==> config.mk <==
export PLATFORM = sky130hd
export DESIGN_NAME = clockdiv_multi_flat
export DESIGN_NICKNAME = d
export VERILOG_FILES = /design/src/rtl/clockdiv_multi_if.sv /design/src/rtl/clockdiv_multi.sv /design/src/flat_wrapper.sv
export SDC_FILE = /design/constraint.sdc
export NUM_CORES = 1
export LEC_CHECK = 0
export ABC_AREA = 1
export BUFFER_PORTS_ARGS = -buffer_cell sky130_fd_sc_hd__buf_2
export CELL_PAD_IN_SITES_DETAIL_PLACEMENT = 2
export CELL_PAD_IN_SITES_GLOBAL_PLACEMENT = 2
export CORE_ASPECT_RATIO = 1.2
export CORE_MARGIN = 2
export CORE_UTILIZATION = 40
export DETAILED_ROUTE_END_ITERATION = 6
export MAX_ROUTING_LAYER = met4
export PLACE_DENSITY_LB_ADDON = 0.08
export SKIP_CTS_REPAIR_TIMING = 1
export SLEW_MARGIN = 10
export SYNTH_ARGS = -nofsm -noshare
export SYNTH_HDL_FRONTEND = slang
export SYNTH_SLANG_ARGS = --single-unit
==> constraint.sdc <==
create_clock -name clk -period 6.5 [get_ports clk]
set_clock_uncertainty 0.05 [all_clocks]
set_input_delay 0.325 -clock clk [delete_from_list [all_inputs] [get_ports clk]]
set_output_delay 0.325 -clock clk [all_outputs]
set_load 0.05 [all_outputs]
==> src/rtl/clockdiv_multi_if.sv <==
// Configuration port for clockdiv_multi.
// Carries a valid/ready write of (channel, divide ratio, high time) and returns
// a one-cycle error pulse when an accepted write is rejected.
//   cfg_valid  master->slave  write request
//   cfg_ready  slave->master  combinational accept qualifier
//   cfg_ch     master->slave  target channel
//   cfg_div    master->slave  divide ratio
//   cfg_high   master->slave  high cycles per period
//   cfg_err    slave->master  registered reject pulse
interface clockdiv_multi_if #(
    parameter int unsigned WIDTH = 16,
    parameter int unsigned NCH   = 4
);
    localparam int unsigned CHW = (NCH > 1) ? $clog2(NCH) : 1;

    logic             cfg_valid;
    logic             cfg_ready;
    logic [CHW-1:0]   cfg_ch;
    logic [WIDTH-1:0] cfg_div;
    logic [WIDTH-1:0] cfg_high;
    logic             cfg_err;

    modport master (
        output cfg_valid, cfg_ch, cfg_div, cfg_high,
        input  cfg_ready, cfg_err
    );

    modport slave (
        input  cfg_valid, cfg_ch, cfg_div, cfg_high,
        output cfg_ready, cfg_err
    );
endinterface

==> src/rtl/clockdiv_multi.sv <==
// Multi-channel programmable clock divider with glitch-free reconfiguration.
// Each channel divides clk by div_a and holds its output high for high_a cycles
// per period. New settings land in a shadow register and are applied only at a
// period boundary, on sync, or while the channel is disabled.
//   clk, rst_n  clock and asynchronous active-low reset
//   en          per-channel run enable
//   sync        restart all channel counters at phase 0
//   cfg         configuration port (slave side of clockdiv_multi_if)
//   clk_out     registered divided clocks
//   tick        registered one-cycle strobe at each period start
module clockdiv_multi #(
    parameter int unsigned WIDTH       = 16,
    parameter int unsigned NCH         = 4,
    parameter int unsigned DEFAULT_DIV = 10
) (
    input  logic                clk,
    input  logic                rst_n,
    input  logic [NCH-1:0]      en,
    input  logic                sync,
    clockdiv_multi_if.slave     cfg,
    output logic [NCH-1:0]      clk_out,
    output logic [NCH-1:0]      tick
);
    localparam int unsigned     CHW      = (NCH > 1) ? $clog2(NCH) : 1;
    localparam logic [WIDTH-1:0] RST_DIV  = WIDTH'(DEFAULT_DIV);
    localparam logic [WIDTH-1:0] RST_HIGH = WIDTH'(DEFAULT_DIV / 2);

    logic [WIDTH-1:0] cnt_q    [NCH];
    logic [WIDTH-1:0] cnt_d    [NCH];
    logic [WIDTH-1:0] div_a_q  [NCH];
    logic [WIDTH-1:0] div_a_d  [NCH];
    logic [WIDTH-1:0] high_a_q [NCH];
    logic [WIDTH-1:0] high_a_d [NCH];
    logic [WIDTH-1:0] div_s_q  [NCH];
    logic [WIDTH-1:0] div_s_d  [NCH];
    logic [WIDTH-1:0] high_s_q [NCH];
    logic [WIDTH-1:0] high_s_d [NCH];
    logic [NCH-1:0]   pend_q, pend_d;
    logic [NCH-1:0]   clk_q, clk_d;
    logic [NCH-1:0]   tick_q, tick_d;
    logic             err_q, err_d;

    logic [NCH-1:0]   ch_hit_c;
    logic [NCH-1:0]   term_c;
    logic             ready_c;
    logic             accept_c;
    logic             legal_c;

    // Channel decode and ready: an out-of-range channel never matches, so ready stays 1
    always_comb begin
        ch_hit_c = '0;
        ready_c  = 1'b1;
        for (int unsigned i = 0; i < NCH; i++) begin
            ch_hit_c[i] = (cfg.cfg_ch == CHW'(i));
            if (ch_hit_c[i] && pend_q[i]) begin
                ready_c = 1'b0;
            end
        end
    end

    assign cfg.cfg_ready = ready_c;
    assign cfg.cfg_err   = err_q;
    assign clk_out       = clk_q;
    assign tick          = tick_q;

    // Next-state for counters, active/shadow settings and registered outputs
    always_comb begin
        accept_c = cfg.cfg_valid && ready_c;
        legal_c  = (|ch_hit_c) && (cfg.cfg_div >= WIDTH'(2)) && (cfg.cfg_high <= cfg.cfg_div);
        err_d    = accept_c && !legal_c;
        clk_d    = '0;
        tick_d   = '0;
        term_c   = '0;
        pend_d   = pend_q;
        for (int unsigned i = 0; i < NCH; i++) begin
            cnt_d[i]    = cnt_q[i];
            div_a_d[i]  = div_a_q[i];
            high_a_d[i] = high_a_q[i];
            div_s_d[i]  = div_s_q[i];
            high_s_d[i] = high_s_q[i];

            // >= guards against a counter left above a newly shortened period
            term_c[i] = (cnt_q[i] >= (div_a_q[i] - WIDTH'(1)));
            clk_d[i]  = en[i] && (cnt_q[i] < high_a_q[i]);
            tick_d[i] = en[i] && (cnt_q[i] == '0);

            if (sync || !en[i] || term_c[i]) begin
                cnt_d[i] = '0;
            end else begin
                cnt_d[i] = cnt_q[i] + WIDTH'(1);
            end

            // Shadow reaches the active set only at a boundary, so no short pulses
            if (pend_q[i] && (sync || !en[i] || term_c[i])) begin
                div_a_d[i]  = div_s_q[i];
                high_a_d[i] = high_s_q[i];
                pend_d[i]   = 1'b0;
            end

            // Accept implies !pend_q, so this never collides with the apply above
            if (accept_c && legal_c && ch_hit_c[i]) begin
                div_s_d[i]  = cfg.cfg_div;
                high_s_d[i] = cfg.cfg_high;
                pend_d[i]   = 1'b1;
            end
        end
    end

    // State registers
    always_ff @(posedge clk or negedge rst_n) begin
        if (!rst_n) begin
            for (int unsigned i = 0; i < NCH; i++) begin
                cnt_q[i]    <= '0;
                div_a_q[i]  <= RST_DIV;
                high_a_q[i] <= RST_HIGH;
                div_s_q[i]  <= RST_DIV;
                high_s_q[i] <= RST_HIGH;
            end
            pend_q <= '0;
            clk_q  <= '0;
            tick_q <= '0;
            err_q  <= 1'b0;
        end else begin
            for (int unsigned i = 0; i < NCH; i++) begin
                cnt_q[i]    <= cnt_d[i];
                div_a_q[i]  <= div_a_d[i];
                high_a_q[i] <= high_a_d[i];
                div_s_q[i]  <= div_s_d[i];
                high_s_q[i] <= high_s_d[i];
            end
            pend_q <= pend_d;
            clk_q  <= clk_d;
            tick_q <= tick_d;
            err_q  <= err_d;
        end
    end
endmodule
==> src/flat_wrapper.sv <==
// flat-port wrapper written by rule: the top's interface ports become plain ports
module clockdiv_multi_flat 
#(
    parameter int unsigned WIDTH       = 16,
    parameter int unsigned NCH         = 4,
    parameter int unsigned DEFAULT_DIV = 10
)
  (clk, rst_n, en, sync, clk_out, tick, cfg_cfg_valid, cfg_cfg_ch, cfg_cfg_div, cfg_cfg_high, cfg_cfg_ready, cfg_cfg_err);
  clockdiv_multi_if #(.WIDTH(WIDTH), .NCH(NCH)) cfg_i ();
  input  logic clk;
  input  logic rst_n;
  input  logic [NCH-1:0] en;
  input  logic sync;
  output logic [NCH-1:0] clk_out;
  output logic [NCH-1:0] tick;
  input wire logic [$bits(cfg_i.cfg_valid)-1:0] cfg_cfg_valid;
  input wire logic [$bits(cfg_i.cfg_ch)-1:0] cfg_cfg_ch;
  input wire logic [$bits(cfg_i.cfg_div)-1:0] cfg_cfg_div;
  input wire logic [$bits(cfg_i.cfg_high)-1:0] cfg_cfg_high;
  output wire logic [$bits(cfg_i.cfg_ready)-1:0] cfg_cfg_ready;
  output wire logic [$bits(cfg_i.cfg_err)-1:0] cfg_cfg_err;
  assign cfg_i.cfg_valid = cfg_cfg_valid;
  assign cfg_i.cfg_ch = cfg_cfg_ch;
  assign cfg_i.cfg_div = cfg_cfg_div;
  assign cfg_i.cfg_high = cfg_cfg_high;
  assign cfg_cfg_ready = cfg_i.cfg_ready;
  assign cfg_cfg_err = cfg_i.cfg_err;
  clockdiv_multi #(.WIDTH(WIDTH), .NCH(NCH), .DEFAULT_DIV(DEFAULT_DIV)) u_core (.clk(clk), .rst_n(rst_n), .en(en), .sync(sync), .cfg(cfg_i), .clk_out(clk_out), .tick(tick));
endmodule
==> run metrics <==
Critical Path RT 6.89 ns; Tcrit/Tclk final 69.4%; cell leakage power 10.6 nW; max-slew violations 0; WS Path Type flip-flop to flip-flop; DP HPWL 43,400 µm; Post-Synth Adder-Cell Area 10.1%; Worst-Margin Slew approximately 1.1 ns; post-place setup slack 2.06 ns; # Max-Cap Violations 0; share of layout cells above drive strength 1 7.40%; top post-synthesis cells by area dfrtp_1 40%, nand2_1 14%, ha_1 10%; Netlist cell types 34; first-pass GRT wire length 103,000 µm; area grow syn2layout 10.4%; synthesized cell area around 19,000 µm²; Final Setup Violations 0; clock latency at the later pin of the worst-skew pair 0.56 ns; fmax between 200 and 250 MHz; CTS Buffer Depth 3; Total Die Area roughly 49,000 µm²; Async S/R FF share, synth 100%; CTS root buf clkbuf_16; flops & latches, synth 333; most common cell in the netlist nand2_1; most instantiated cells after synthesis 699 x nand2_1, 301 x dfrtp_1, 226 x inv_1; Max VDD drop 179 µV; Crit path arrival time a little under 5 ns; Hold Vio Cnt, Final 0; Placed Cells 2,893; max_slew headroom around 26%; Synth Net Count 2,503; vias in the first global route 18.3k; Fillers 5,222; worst-path fanout max 50; Final WS setup 1.99 ns; Reg clk slew, reported paths approximately 0.060 ns; Avg WL per Cell 21.2 µm; I/O Pins 52; CTS tree done; DR pass1 iterations 5; top cell type by total area after synthesis dfrtp_1; clk sinks approximately 330; largest net degree at the start of global routing 149; ys flop type dfrtp_1; area of the multi-input gates 9000 µm²; gpl congestion 0.868; Post-Route WL 63,000 µm; GRT overflow 0; largest family of logic cells by synthesized area simple AND/OR/NAND/NOR gates; core area 46,200 µm²; vias per cell 5.48; Initial Util about two fifths; drt first-iter violations 646; Nets between 2k and 3k; Synth Warn # 0; min-delay worst type input pin to flip-flop; Compound-Gate Fraction of Synth Area 3.34%; Syn Area/Cell just over 8 µm²; FF/Latch Area 8370 µm²; Fin Setup TNS 0 ns; crit start category flip-flop; drt drc 0; Syn Inst Count about 2.3k; Die W approximately 200 µm; Post-synth EDFFs 0; fraction of the mapped netlist area in simple logic gates 30.9%; IO buf count 51; Max H-tree Level 2; Final Core Density 44.9%; min cycle time layout 4.51 ns; ant diodes 0; RSZ-0062 raised after global routing no; critical path endpoint category flip-flop; Finished Layout Cells 2,968; status complete, no violations; post-synthesis mux area share 0%; Die H 241 µm; via count 16.3k; clock buffer count from CTS 40; top-area cell type share of the netlist area roughly two fifths; Core Rows 86; Post-DRT Antenna Nets 0; Cell Pwr Density 366 nW/µm²; post-synthesis sequential area ratio 44.6%; Post-Synth XOR/XNOR Area 3.50%; total track usage 27.4%; initial antenna violation count 1
## final timing paths
kind | start | to | slack [ns] | depth (start not counted)
max | u_core.div_a_q[0] | u_core.high_a_q[14] | 1.99 | 18
max reg2reg | u_core.div_a_q[0] | u_core.high_a_q[14] | 1.99 | 18
min | en[1] | u_core.tick[1] | 0.01 | 3
min in group asynchronous | rst_n | u_core.cnt_q[28] | 0.36 | 2
max in group asynchronous | rst_n | u_core.div_a_q[44] | 4.45 | 3
min reg2reg | u_core.div_s_q[49] | u_core.div_s_q[49] | 0.42 | 2
## routing by layer
metal	routed length, µm	part of all wire (%)	GRT usage (%)
met2	31900	51	47.8
met1	27000	43	32.7
met3	1570	2.5	3.28
met4	2480	3.9	10.1
met5	0	0	-
## registers in the layout (all words and copies together), names as in the netlist
signal	cells
u_core.tick	4
u_core.high_s_q	64
u_core.cfg.cfg_err	1
u_core.div_s_q	64
u_core.cnt_q	64
u_core.clk_out	4
u_core.div_a_q	64
u_core.high_a_q	64
u_core.pend_q	4
## critical path, stage by stage, from the launching register on
cell	delay, ns
dfrtp_1	0.39
inv_1	0.11
ha_1	0.23
nand2_1	0.11
nor2_1	0.19
nand3_1	0.14
nor3_1	0.31
nand3b_1	0.14
xor2_1	0.17
inv_1	0.07
ha_1	0.28
nand2_1	0.09
nor3_1	0.27
nand3_1	0.10
nand4_1	0.12
buf_4	0.45
nand2_1	0.77
nand2_1	0.27
nand2_1	0.10
## cell families after synthesis
group | count (synthesis)
and+or+nand+nor | 1298
buffers and inverters | 331
adders and majority gates | 152
DFF | 333
AOI/OAI and AO/OA | 120
xor gates and xnor gates | 75
## final cells by class
type | count | share of cell area [%]
Clock buffer | 63 | 5.83
Clock inverter | 9 | 0.362
Inverter | 231 | 4.19
Multi-Input combinational cell | 1645 | 43.4
Sequential cell | 333 | 40.4
Tap cell | 616 | 3.72
Timing Repair Buffer | 71 | 2.10
## power by group
group	internal, mW	switching, mW
logic	0.834	1.44
clock network	1.31	0.932
registers	2.64	0.437
total	4.78	2.81
## cell usage in the layout (no fill, tap or decap), drive strengths merged
cell	Yosys	routed
nand2	700	700
dfrtp	301	301
inv	230	230
nand3	176	176
nand4	165	165
ha	152	152
nor2	146	146
a21oi	78	78
buf	57	68
nor3	64	64
clkbuf	43	63
xnor2	38	38
xor2	37	37
dfstp	32	32
o21ai	32	32
nor4	22	22
nor3b	17	17
clkinv	1	7
nand3b	5	5
o211ai	4	4
a211oi	4	4
dlygate4sd3	0	3
and3	2	2
clkinvlp	0	2
a22o	1	1
a21o	1	1
or2	1	1
bufinv	0	1
## per-stage QoR
step | hold slack, ns | total power [mW] | area [µm²]
finish | 0.0113 | 7.59 | 20700
CTS | -0.169 | 7.70 | 20700
detailed placement | 0.410 | 5.37 | 19400
global placement | 0.401 | 5.13 | 19400
global route | 0.00824 | 8.18 | 20700
floorplan | -0.0206 | 4.61 | 18800
No activity file was read; power rests on OpenSTA's default activity.
